<file path="src/rtl/ofs_fim_pcie_hdr_merge.sv">
// rtl/ofs_fim_pcie_hdr_merge.sv - merges out-of-band PCIe SS header and payload streams into an in-band TLP stream
module ofs_fim_pcie_hdr_merge #(
    parameter int TDATA_WIDTH  = 512,
    parameter int HDR_WIDTH    = 256,
    parameter int TUSER_WIDTH  = 10,
    parameter int HAS_DATA_BIT = 30
) (
    input  logic                     clk,
    input  logic                     rst_n,
    input  logic                     hdr_tvalid,
    output logic                     hdr_tready,
    input  logic [TDATA_WIDTH-1:0]   hdr_tdata,
    input  logic [TUSER_WIDTH-1:0]   hdr_tuser_vendor,
    input  logic                     data_tvalid,
    output logic                     data_tready,
    input  logic [TDATA_WIDTH-1:0]   data_tdata,
    input  logic [TDATA_WIDTH/8-1:0] data_tkeep,
    input  logic                     data_tlast,
    output logic                     out_tvalid,
    input  logic                     out_tready,
    output logic [TDATA_WIDTH-1:0]   out_tdata,
    output logic [TDATA_WIDTH/8-1:0] out_tkeep,
    output logic                     out_tlast,
    output logic [TUSER_WIDTH-1:0]   out_tuser_vendor
);
    localparam int H  = HDR_WIDTH;
    localparam int HK = H / 8;
    localparam int A  = TDATA_WIDTH - H;
    localparam int AK = A / 8;
    localparam int KW = TDATA_WIDTH / 8;

    typedef enum logic [1:0] {IDLE, BODY, DRAIN} state_t;

    state_t                 state_q, state_d;
    logic                   out_tvalid_q, out_tvalid_d;
    logic [TDATA_WIDTH-1:0] out_tdata_q, out_tdata_d;
    logic [KW-1:0]          out_tkeep_q, out_tkeep_d;
    logic                   out_tlast_q, out_tlast_d;
    logic [TUSER_WIDTH-1:0] out_tuser_q, out_tuser_d;
    logic [H-1:0]           prev_hi_q, prev_hi_d;
    logic [HK-1:0]          prev_hi_keep_q, prev_hi_keep_d;

    logic ld, has_data, hdr_pop, data_pop, in_idle;
    logic unused_hdr_hi;

    assign unused_hdr_hi = &{1'b0, hdr_tdata[TDATA_WIDTH-1:H]};

    always_comb begin
        ld       = !out_tvalid_q || out_tready;
        in_idle  = (state_q == IDLE);
        has_data = hdr_tdata[HAS_DATA_BIT];
        // Header and its first payload beat must be popped together.
        hdr_pop  = rst_n && ld && in_idle && hdr_tvalid && (!has_data || data_tvalid);
        data_pop = rst_n && ld && data_tvalid &&
                   ((in_idle && hdr_tvalid && has_data) || (state_q == BODY));

        state_d        = state_q;
        out_tvalid_d   = out_tvalid_q;
        out_tdata_d    = out_tdata_q;
        out_tkeep_d    = out_tkeep_q;
        out_tlast_d    = out_tlast_q;
        out_tuser_d    = out_tuser_q;
        prev_hi_d      = prev_hi_q;
        prev_hi_keep_d = prev_hi_keep_q;

        if (ld) begin
            out_tvalid_d = 1'b0;
        end

        if (ld && state_q == DRAIN) begin
            out_tvalid_d = 1'b1;
            out_tdata_d  = {{A{1'b0}}, prev_hi_q};
            out_tkeep_d  = {{AK{1'b0}}, prev_hi_keep_q};
            out_tlast_d  = 1'b1;
            out_tuser_d  = '0;
            state_d      = IDLE;
        end else if (hdr_pop && !has_data) begin
            out_tvalid_d = 1'b1;
            out_tdata_d  = {{A{1'b0}}, hdr_tdata[H-1:0]};
            out_tkeep_d  = {{AK{1'b0}}, {HK{1'b1}}};
            out_tlast_d  = 1'b1;
            out_tuser_d  = hdr_tuser_vendor;
        end else if (data_pop) begin
            out_tvalid_d   = 1'b1;
            out_tdata_d    = {data_tdata[A-1:0], in_idle ? hdr_tdata[H-1:0] : prev_hi_q};
            out_tkeep_d    = {data_tkeep[AK-1:0], in_idle ? {HK{1'b1}} : prev_hi_keep_q};
            out_tuser_d    = in_idle ? hdr_tuser_vendor : '0;
            prev_hi_d      = data_tdata[TDATA_WIDTH-1:A];
            prev_hi_keep_d = data_tkeep[KW-1:AK];
            // Upper half occupied on the last beat needs one extra drain beat.
            out_tlast_d    = data_tlast && !data_tkeep[AK];
            if (!data_tlast) begin
                state_d = BODY;
            end else if (data_tkeep[AK]) begin
                state_d = DRAIN;
            end else begin
                state_d = IDLE;
            end
        end
    end

    always_ff @(posedge clk or negedge rst_n) begin
        if (!rst_n) begin
            state_q        <= IDLE;
            out_tvalid_q   <= 1'b0;
            out_tdata_q    <= '0;
            out_tkeep_q    <= '0;
            out_tlast_q    <= 1'b0;
            out_tuser_q    <= '0;
            prev_hi_q      <= '0;
            prev_hi_keep_q <= '0;
        end else begin
            state_q        <= state_d;
            out_tvalid_q   <= out_tvalid_d;
            out_tdata_q    <= out_tdata_d;
            out_tkeep_q    <= out_tkeep_d;
            out_tlast_q    <= out_tlast_d;
            out_tuser_q    <= out_tuser_d;
            prev_hi_q      <= prev_hi_d;
            prev_hi_keep_q <= prev_hi_keep_d;
        end
    end

    assign hdr_tready       = hdr_pop;
    assign data_tready      = data_pop;
    assign out_tvalid       = out_tvalid_q;
    assign out_tdata        = out_tdata_q;
    assign out_tkeep        = out_tkeep_q;
    assign out_tlast        = out_tlast_q;
    assign out_tuser_vendor = out_tuser_q;
endmodule
</file>
<file path="config.mk">
export PLATFORM = sky130hd
export DESIGN_NAME = ofs_fim_pcie_hdr_merge
export DESIGN_NICKNAME = d
export VERILOG_FILES = /design/src/rtl/ofs_fim_pcie_hdr_merge.sv
export SDC_FILE = /design/constraint.sdc
export NUM_CORES = 1
export LEC_CHECK = 0
export CORE_AREA = 2 2 666 668
export DETAILED_ROUTE_END_ITERATION = 7
export DIE_AREA = 0 0 668 670
export PLACE_DENSITY = 0.37
export SLEW_MARGIN = 20
export SYNTH_ARGS = -nofsm -noshare
export SYNTH_HDL_FRONTEND = slang
export SYNTH_SLANG_ARGS = --single-unit
</file>
<file path="constraint.sdc">
create_clock -name clk -period 2.3 [get_ports clk]
set_clock_uncertainty 0.05 [all_clocks]
set_input_delay 0.575 -clock clk [delete_from_list [all_inputs] [get_ports clk]]
set_output_delay 0.575 -clock clk [all_outputs]
set_load 0.05 [all_outputs]
</file>
After elaboration in Yosys (flattened, before gate mapping)

Index checks and enable logic that the tools add are counted.

Logic and storage cells: 60
Input port bits: 1104
Register bits: 878

Bitwise gates (word level): 2
Reduce and logical (&&, ||, !) cells: 23
Multiplexer cells: 24
Equal/unequal tests: 3

Operators by type and width:

| kind               | number |
|---|---|
| $mux 512           | 3 |
| $mux 256           | 1 |
| $mux 64            | 3 |
| $mux 10            | 4 |
| $mux 32            | 1 |
| $logic_and 1x1->1  | 11 |
| $mux 2             | 5 |
| $mux 1             | 7 |
| $reduce_bool 4->1  | 1 |
| $logic_not 1->1    | 3 |
| $logic_or 1x1->1   | 3 |
| $reduce_and 3->1   | 1 |
| $reduce_bool 3->1  | 1 |
| $eq 2x1->1 const B | 1 |
| $eq 2x2->1 const B | 1 |
| $logic_not 2->1    | 1 |
| $ne 2x2->1 const B | 1 |
| $not 1->1          | 2 |
| $reduce_and 2->1   | 1 |
| $reduce_bool 2->1  | 1 |

Depth between registers and ports, before layout

Gate-level depths: netlist of run 1.

Word-level depth: 9
Mapped depth: 7
Mapped depth without buffers: 4

Worst setup path before layout of run 1

Ideal clock, no wire load.

Kind: flip-flop to output port
From: reg out_tvalid_q (netlist: out_tvalid)
To: out data_tready
Slack: -102 ps
Cell stages (with the launch flop): 5
Buffers on the path: 2
Arrival: 1777 ps
Cells stage by stage: dfrtp_1 nor2b_1 nor4b_2 clkbuf_1 buf_2

Word-level cells in the longest chain between the ends: 5

RTL lines:

| item                            | RTL line | text |
|---|---|---|
| from (decl)                     | 35       | `logic out_tvalid_q, out_tvalid_d;` |
| from (signal assigned)          | 114      | `out_tvalid_q <= out_tvalid_d;` |
| $logic_not 1->1                 | 49       | `ld = !out_tvalid_q \|\| out_tready;` |
| $logic_or 1x1->1                | 49       |  |
| $logic_and 1x1->1 (3 in series) | 54       | `data_pop = rst_n && ld && data_tvalid &&` |
| to (decl)                       | 15       | `output logic data_tready,` |

Every way passes these cells.

Worst setup path after layout of run 1

Ends and elaborated chain as after synthesis.

==> flow_summary.ini, run 1 <==
[die]
rows = 244
dieHeight_um = 670
die_w_um = 668
initial_core_util = 0.08109
ios = 1694
coreArea_um2 = 440200
die-area_um2 = 447600

[cells_and_area]
syn_to_final_growth_pct = 75.36
layout-drive-gt1-share = 0.4473
design_area_um2 = 62610
fin_nets = 4947

[place]
portBuffers = 1437
gp_congestion = 0.8726
hpwl_mm = 228.8
dpl_cell_area_um2 = 57920

[worst_setup_path]
required_ns = 1.67
critPathBufInv = 2
worstSetupStartpointType = flop
slowest_stage = dfrtp_2
critical_path.max_stage_delay_ns = 0.43
cp_top_family = simple AND/OR/NAND/NOR gates
worstPathArrival_ns = 2.00
crit_type = reg2out
crit_fanout = 3
crit_chain = nor2b_4 > nor4b_4 > buf_6 > buf_12
worstSetupEndpointType = output port

[sta]
setup-violations-final = 2
setup_ws_ns = -0.3254
grt_setup_unrepaired = true
hold_ws_ns = 0.2932
hold_viol = 0
tightest_slew_ns = 0.9026
max_slew_margin = 0.3983
timing.final.crit_share = 1.141
slew_viol_final = 0
fin_crit_ns = 2.625
finalSetupTns_ns = -0.5619
fmax_mhz = 380.9

[grt]
grt_pass1_wl_mm = 336.3
grt_antenna_before_repair = 164
grt-ovfl-total = 0
grt_pass1_vias = 29500
grt_max_degree = 138
grt.total_usage = 0.1160

[yosys]
synth_top_area_share = 0.6154
synth_area_um2 = 35700
ys_warn_count = 0
ys_types = 23
postSynthCellCount = 2276
syn_nets = 3380
yosys.area.top_type = dfrtp_1
synth.area.top_cells = dfrtp_1 62%, mux2_2 22%, a22o_1 7.1%
ys_ff_latch = 878
synth_area_per_cell_um2 = 15.69
yosysSeqAreaShare = 0.6154

[clock_network]
cts.sinks = 878
cts_max_level = 4
clk_path_buf_depth = 4
cts_tree = done
insertion_delay_ns = 0.80
cts_buffers = 134
cts_root_buffer = clkbuf_16
clkTransAtPathRegs_ns = 0.06

[detailed_routing]
wirelength_mm = 267.9
wl_met3_mm = 45.23
drt_iter0_drc = 1206
drtPass1Iterations = 4
ant_nets = 0
met1Wirelength_mm = 93.35
vias_per_cell = 2.723
dr_wl_met2_mm = 119.8
drc = 0
avgRoutedWirePerCell_um = 27.15
vias = 26871
top_layer = met5

[pwr]
finalPower_mw = 109.7
cell_internal_pwr_mw = 57.42
vdd_drop_max_mv = 0.9618
powerDensity_nw_per_um2 = 1752
comb_power_share = 0.546
seq_power_share = 0.260
clkPwrFrac = 0.194
switching_share = 0.4766
p_sw_mw = 52.28
p_leak_nw = 25.32

[job]
cap_violations = 0

[min_path]
hold_path.class = in2reg

[run_status]
status = complete, but fails checks
violations = negative setup slack
## kinds of logic (layout without fill, tap and decap cells)
family                 count (synthesis)  after routing  synth area share
flip-flops                           878            878            0.6154
multiplexers                         843            843            0.2749
AO/OA/AOI/OAI                        294            294           0.07178
buffers and inverters                204           1863           0.03105
AND/OR/NAND/NOR                       57             57          0.006834
other                                  0             30                 0
## power by group through the flow
stage          registers [mW]  clock network [mW]  logic (mW)
2_1_floorplan            45.6                   0        15.5
3_3_place_gp             28.4                   0        61.7
3_5_place_dp             28.7                   0        61.8
4_1_cts                  28.6                22.3        61.4
5_1_grt                  29.6                22.7        63.6
6_report                 28.5                21.3        59.9
## synthesized netlist by cell type
| library cell | n |
|---|---|
| nor2b_1 | 1 |
| a22o_1 | 289 |
| a21oi_1 | 2 |
| nand2_1 | 12 |
| a2bb2oi_1 | 1 |
| buf_1 | 2 |
| mux2_1 | 1 |
| mux2_4 | 100 |
| mux2_2 | 699 |
| nor2_1 | 36 |
| a22oi_1 | 1 |
| mux2i_1 | 43 |
| nand3_1 | 1 |
| and3_1 | 2 |
| buf_6 | 12 |
| nor4b_2 | 1 |
| o21ai_0 | 1 |
| clkbuf_1 | 28 |
| buf_2 | 79 |
| inv_1 | 42 |
| buf_4 | 41 |
| nand2b_1 | 4 |
| dfrtp_1 | 878 |
## what timing repair did
| action | CTS | global route |
|---|---|---|
| resized for setup | 676 | 10 |
| cloned | 0 | 1 |
| pin swaps | 3 | 19 |
| endpoints found under the hold margin | 95 | 0 |
| hold buffers | 1 | 0 |
| setup endpoints to repair | 314 | 97 |
| buffers inserted | 9 | 2 |
## sequential cells by signal (all words and copies together), names as in the netlist
register and count:
prev_hi_q 256, prev_hi_keep_q 32, out_tkeep 64, out_tuser_vendor 10
out_tvalid 1, state_q 2, out_tlast 1, out_tdata 512
## cell usage in the layout (no fill, tap or decap), types with 2 or more instances in the layout
cell type,synthesis,layout
clkdlybuf4s50_1,0,846
nand2_1,12,12
clkdlybuf4s15_2,0,150
a21oi_1,2,2
clkbuf_8,0,21
diode_2,0,30
mux2_4,100,100
inv_1,42,42
nor2_1,36,35
buf_12,0,96
mux2_2,699,699
dfrtp_1,878,875
and3_4,0,2
bufinv_16,0,11
inv_16,0,2
mux2i_1,43,43
a22o_1,289,288
clkinv_2,0,14
clkbuf_1,28,25
buf_16,0,3
clkbuf_16,0,138
buf_4,41,434
clkinvlp_4,0,8
nand2b_1,4,2
buf_6,12,18
nand2b_4,0,2
clkdlybuf4s18_2,0,8
buf_2,79,35
inv_6,0,7
dfrtp_2,0,3
clkinv_4,0,3
## path summary, 6_finish.rpt
path / from / slack [ns] / to / cells after the start
hold reg to reg: prev_hi_keep_q[31] / 0.44 / prev_hi_keep_q[31] / 1
setup reg to reg: out_tvalid / 0.02 / out_tdata[258] / 9
hold / removal: hdr_tuser_vendor[6] / 0.29 / out_tuser_vendor[6] / 3
max in group asynchronous: rst_n / 0.23 / out_tkeep[32] / 5
setup / recovery: out_tvalid / -0.33 / data_tready / 4
min in group asynchronous: rst_n / 0.30 / state_q[0] / 2
## worst min-delay path, stage by stage
cell	delay, ns
clkdlybuf4s50_1	0.41
nand2_1	0.07
mux2i_1	0.06
## layer usage
metal,vias up,track usage
li1,11512,-
met1,13533,0.1176
met2,1369,0.1826
met3,453,0.08920
met4,4,0.03620
met5,-,0
## cell type report
| type | instances | area [um^2] |
|---|---|---|
| Multi-Input combinational cell | 1194 | 12680 |
| Clock buffer | 183 | 3811 |
| Sequential cell | 878 | 21970 |
| Clock inverter | 45 | 588.1 |
| Inverter | 42 | 157.7 |
| Timing Repair Buffer | 1593 | 15930 |
| Fill cell | 49272 | 377600 |
| Antenna cell | 30 | 75.07 |
| Tap cell | 5904 | 7387 |
## per-stage QoR
step | setup WS (ns) | instances | util
3_3_place_gp | -0.6616 | 9602 | 0.1316
5_1_grt | -0.4394 | 9860 | 0.1422
2_1_floorplan | 0.08118 | 2276 | -
3_5_place_dp | -0.6895 | 9602 | 0.1316
4_1_cts | -0.4413 | 9838 | 0.1419
6_report | -0.3254 | 9869 | 0.1422
No activity file was read; power rests on OpenSTA's default activity.
==> run 2, diff against run 1 <==
Settings changed: ABC_CLOCK_PERIOD_IN_PS set to 2300, CORE_AREA 2 2 666 668 to 2 2 664 666, DIE_AREA 0 0 668 670 to 0 0 666 668, GPL_ROUTABILITY_DRIVEN set to 0.
==> run 2 against run 1 <==
- critical path type unchanged
- setup slack worse by 0.15 ns
- flip-flop and latch count unchanged
- global-route usage grew 0.18 points
- clock-buffer cell count decreased by 1
- via count decreased by 0.58%
- highest routed layer unchanged
- sequential power hardly changed
- critical endpoint unchanged
- largest power group unchanged
- the flow still finishes with violations (negative setup slack)
- maximum frequency fell by 5.3%
- critical path depth up 1
==> flow_summary.ini, run 2 (synthesis gave the netlist of run 1 again) <==
[clock_network]
cts.sinks = 878
cts_buffers = 122
cts_tree = done
clkTransAtPathRegs_ns = 0.06
cts_max_level = 3
cts_root_buffer = clkbuf_16
insertion_delay_ns = 0.83
clk_path_buf_depth = 4

[pwr]
switching_share = 0.4866
p_sw_mw = 52.80
cell_internal_pwr_mw = 55.71
comb_power_share = 0.556
powerDensity_nw_per_um2 = 1766
seq_power_share = 0.263
clkPwrFrac = 0.181
vdd_drop_max_mv = 0.8400
p_leak_nw = 25.05

[worst_setup_path]
ff2ff_path_depth = 7
crit_type = reg2out
cp_common_cell = buf_12
worstSetupEndpointType = output port
cp.depth = 5
crit_chain = nand2b_4 > nor4b_4 > buf_4 > buf_12 > buf_12
critical_path.max_stage_delay_ns = 0.42
worstSetupStartpointType = flop
slowest_stage = dfrtp_2
worstPathArrival_ns = 2.15
cp_top_family = simple AND/OR/NAND/NOR gates
required_ns = 1.67
reg2reg_slack_ns = -0.03
critPathBufInv = 3
crit_fanout = 3

[detailed_routing]
vias = 26715
drc = 0
ant_nets = 0
wirelength_mm = 273.0
drtPass1Iterations = 5
vias_per_cell = 2.757
drt_iter0_drc = 1228
avgRoutedWirePerCell_um = 28.18

[run_status]
violations = negative setup slack
status = complete, but fails checks

[sta]
setup-violations-final = 30
grt_setup_unrepaired = true
finalSetupTns_ns = -1.493
fmax_mhz = 360.5
fin_crit_ns = 2.774
slew_viol_final = 0
tightest_slew_ns = 1.080
hold_viol = 0
max_slew_margin = 0.2800
timing.final.crit_share = 1.206
setup_ws_ns = -0.4737

[grt]
grt-ovfl-total = 0
grt.total_usage = 0.1177
grt_max_degree = 139
grt_pass1_wl_mm = 338.1
grt_antenna_before_repair = 110
grt_pass1_vias = 29217

[die]
ios = 1694
coreArea_um2 = 437200
dieHeight_um = 668
die_w_um = 666
initial_core_util = 0.08165
rows = 243
die-area_um2 = 444900

[job]
cap_violations = 0

[place]
dpl_cell_area_um2 = 57430
dp_cells = 9434
preCtsSetupSlack_ns = -0.7117
hpwl_mm = 231.5
portBuffers = 1437

[cells_and_area]
fin_nets = 4921
final_util = 0.1405
final_cells = 9690
largest_reg_flops = 512
syn_to_final_growth_pct = 72.10
final_cell_mix = 869 x dfrtp_1, 846 x clkdlybuf4s50_1, 699 x mux2_2, 428 x buf_4, 288 x a22o_1
fillers = 48843
design_area_um2 = 61440
layout-drive-gt1-share = 0.4454
final_common_cell = dfrtp_1

[min_path]
holdPathStages = 2
hold_path.class = in2reg
[run 2: cell types whose count changed in the layout (fill, tap and decap cells not counted), sizes merged]
cell and change:
inv -4, clkinvlp -1, buf +58, clkdlybuf4s15 -73, diode -8, bufinv -4
[run 2: path summary, 6_finish.rpt]
kind	from	endpoint
min in group asynchronous	rst_n	prev_hi_keep_q[26]
hold reg to reg	out_tdata[296]	out_tdata[296]
hold / removal	data_tdata[34]	out_tdata[290]
max in group asynchronous	rst_n	out_tdata[7]
setup reg to reg	state_q[1]	prev_hi_q[2]
setup / recovery	state_q[1]	data_tready
[run 2: repair_timing]
item,4_1_cts,5_1_grt
gates resized for setup,844,18
setup buffers,10,3
endpoints found under the setup margin,627,115
gates cloned,0,2
endpoints found under the hold margin,64,0
hold buffers,1,0
pin swaps,4,3
[run 2: power by group through the flow]
stage | clock network, mW | registers (mW) | logic [mW]
final | 19.7 | 28.6 | 60.3
after global routing | 21.1 | 29.6 | 63.9
after CTS | 20.5 | 28.7 | 61.6
after detailed placement | 0 | 28.8 | 62.1
after global placement | 0 | 28.6 | 62.0
after floorplan | 0 | 45.6 | 15.5
[run 2: area by class of cell]
cell class / instances / area (um^2) / area share
timing repair buffer: 1579 / 15290 / 0.2489
inverter: 42 / 157.7 / 0.002566
sequential: 878 / 21980 / 0.3578
tap: 5757 / 7203 / 0.1172
clock buffer: 182 / 3640 / 0.05924
clock inverter: 36 / 429.2 / 0.006985
multi-input combinational: 1194 / 12680 / 0.2064
antenna: 22 / 55.05 / 0.0008960
[run 2: metal layers]
layer,routed length [um],GRT usage,vias up,share of wire
met5,99,0,-,0.00036
met4,7554,0.02885,16,0.028
met3,44730,0.08917,359,0.16
met2,123800,0.1879,1225,0.45
met1,96830,0.1212,13674,0.35
li1,-,-,11441,-
[run 2: per-stage QoR]
stage	power, mW	hold slack [ns]
2_1_floorplan	61.15	0.2294
3_3_place_gp	90.63	0.4335
3_5_place_dp	90.86	0.4324
4_1_cts	110.8	0.1487
5_1_grt	114.6	0.2024
6_report	108.5	0.2588
==> run 3, diff against run 2 <==
Settings changed: ABC_AREA set to 1, CORE_AREA 2 2 664 666 to 2 2 667 669, DIE_AREA 0 0 666 668 to 0 0 669 671, HOLD_SLACK_MARGIN set to 0.12, PLACE_DENSITY 0.37 to 0.38.
==> run 3 against run 2 <==
- the run still ends with negative setup slack left
- wire length rose by 6.2%
- critical endpoint is now hdr_tready
- sequential share of layout area fell by 3.1 points
- synthesized area rose by 7.6%
- clock power rose by 3%
- flip-flop and latch count did not move
- highest routed layer unchanged
- clock-buffer cell count fell by 5
- sequential power fell by 4%
- register-to-register slack improved by 0.10 ns
==> flow_summary.ini, run 3 <==
[die]
ios = 1694
dieHeight_um = 671
die-area_um2 = 448900
coreArea_um2 = 441100
die_w_um = 669
rows = 244
initial_core_util = 0.08706

[detailed_routing]
vias_per_cell = 3.191
wirelength_mm = 290.0
drt_iter0_drc = 2342
drtPass1Iterations = 8
vias = 39783
drc = 0
avgRoutedWirePerCell_um = 23.26
ant_nets = 0

[cells_and_area]
fin_nets = 7541
syn_to_final_growth_pct = 75.06
largest_reg_flops = 512
fillers = 50385
final_common_cell = nand2_1
layout-drive-gt1-share = 0.1727
final_cell_mix = 2,804 x nand2_1, 859 x dfrtp_1, 846 x clkdlybuf4s50_1, 589 x nand4_1, 501 x buf_4
final_util = 0.1524

[worst_setup_path]
worstPathArrival_ns = 2.10
required_ns = 1.67
worstSetupStartpointType = flop
critPathBufInv = 3
critical_path.max_stage_delay_ns = 0.42
crit_type = reg2out
worstSetupEndpointType = output port
crit_fanout = 3
cp_top_family = flip-flops
slowest_stage = dfrtp_2
crit_chain = a21oi_4 > buf_6 > nand2_2 > a21oi_2 > buf_4 > buf_12

[pwr]
comb_power_share = 0.545
finalPower_mw = 105.1
powerDensity_nw_per_um2 = 1563
clkPwrFrac = 0.193
vdd_drop_max_mv = 0.6509
p_leak_nw = 32.28
switching_share = 0.5119
seq_power_share = 0.261
cell_internal_pwr_mw = 51.30
p_sw_mw = 53.79

[yosys]
synthFlopType = dfrtp_1
synth_edf_count = 0
ys_types = 18
yosys.cell_count.top_type = nand2_1
synth.area.top_cells = dfrtp_1 57%, nand2_1 27%, nand4_1 9.6%
synth_top_area_share = 0.5721
postSynthCellCount = 4736
ys_ff_latch = 878
yosys.area.top_type = dfrtp_1
ys_top_cells_by_count = 2,811 x nand2_1, 878 x dfrtp_1, 589 x nand4_1, 197 x buf_2, 130 x clkbuf_1
synth_area_um2 = 38400
ys_warn_count = 0
syn_nets = 5840
synth_area_per_cell_um2 = 8.109
yosysSeqAreaShare = 0.5721
async_flop_share = 1.000

[sta]
fin_crit_ns = 2.725
setup-violations-final = 3
max_slew_margin = 0.3707
tightest_slew_ns = 0.9440
hold_viol = 0
slew_viol_final = 0
timing.final.crit_share = 1.185
setup_ws_ns = -0.4253
fmax_mhz = 366.9
hold_ws_ns = 0.2281
grt_setup_unrepaired = true

[grt]
top_usage_layer = met2
grt_use_met3 = 0.03953
grt-ovfl-total = 0
use_met1 = 0.1423
grt_antenna_before_repair = 88
grt.total_usage = 0.1232
grt_max_degree = 129
grt_use_met2 = 0.2160
grt_pass1_vias = 41134
grt_pass1_wl_mm = 380.2

[clock_network]
clkTransAtPathRegs_ns = 0.06
cts_buffers = 124
insertion_delay_ns = 0.86
cts.sinks = 878
cts_tree = done
clk_path_buf_depth = 4
cts_root_buffer = clkbuf_16
cts_max_level = 3

[job]
cap_violations = 0

[run_status]
violations = negative setup slack
status = complete, but fails checks

[place]
preCtsSetupSlack_ns = -0.5491
hpwl_mm = 231.1
portBuffers = 1437

[min_path]
hold_path.class = in2reg
[run 3: cell types whose count changed after synthesis, moves of 23 or more]
cell | previous run | this run
or2_2 | 0 | 31
nand2_1 | 12 | 2811
buf_2 | 79 | 197
nand4_1 | 0 | 589
mux2_4 | 100 | 0
clkbuf_1 | 28 | 130
a22o_1 | 289 | 0
mux2_2 | 699 | 0
buf_1 | 2 | 27
inv_1 | 42 | 15
nor2_1 | 36 | 13
mux2i_1 | 43 | 0
[run 3: stage by stage]
stage	instances	TNS, ns	area, um^2
after detailed placement	11952	-317.25	60940
after CTS	12410	-1.108	66700
after global placement	11952	-315.10	60940
final	12466	-0.7734	67230
after floorplan	4736	0	38400
after global routing	12454	-2.180	67200
[run 3: power by group through the flow]
stage | combinational, mW | clock (mW) | sequential [mW]
floorplan | 15.8 | 0 | 43.3
global placement | 59.6 | 0 | 27.6
detailed placement | 59.4 | 0 | 27.6
CTS | 58.7 | 21.1 | 27.6
global route | 62.0 | 21.6 | 28.4
finish | 57.3 | 20.3 | 27.5
[run 3: cells by family after synthesis]
| kind of cell | count (synthesis) | share of synthesized area |
|---|---|---|
| compound gates | 4 | 0.0008145 |
| simple gates | 3450 | 0.3783 |
| flops | 878 | 0.5721 |
| buf+inv | 404 | 0.04884 |
[run 3: worst min-delay path, cell delays in order]
cell and delay [ns]:
clkdlybuf4s50_1 0.39, nand2_1 0.07, nand2_1 0.04
[run 3: per-layer routing]
| layer | vias to the layer above | wire, um |
|---|---|---|
| li1 | 18724 | - |
| met1 | 19487 | 115700 |
| met2 | 1235 | 143800 |
| met3 | 325 | 22400 |
| met4 | 12 | 8021 |
| met5 | - | 78 |
[run 3: area by class of cell]
type / count / area, um^2 / area share
diodes: 37 / 92.59 / 0.001377
clock buffers: 177 / 3533 / 0.05256
clock inverters: 37 / 604.3 / 0.008989
inverters: 20 / 95.09 / 0.001414
multi-input cells: 3454 / 14640 / 0.2177
flip-flops and latches: 878 / 21990 / 0.3271
well taps: 5904 / 7387 / 0.1099
repair buffers: 1959 / 18890 / 0.2809
[run 3: path summary, 6_finish.rpt]
kind / from / end / slack [ns] / cells after the start
setup / recovery: out_tvalid / hdr_tready / -0.43 / 6
hold / removal: data_tkeep[37] / prev_hi_keep_q[5] / 0.23 / 3
setup reg to reg: out_tvalid / out_tdata[382] / 0.07 / 10
hold reg to reg: prev_hi_keep_q[22] / prev_hi_keep_q[22] / 0.42 / 2
max in group asynchronous: rst_n / prev_hi_q[125] / 0.57 / 5
min in group asynchronous: rst_n / out_tuser_vendor[2] / 0.64 / 5
[run 3: repair_timing]
item,4_1_cts,5_1_grt
resized for setup,1057,29
buffers inserted,5,11
endpoints found under the hold margin,302,0
cloned,0,8
pin swaps,3,1
endpoints found under the setup margin,242,57
hold buffers,240,0
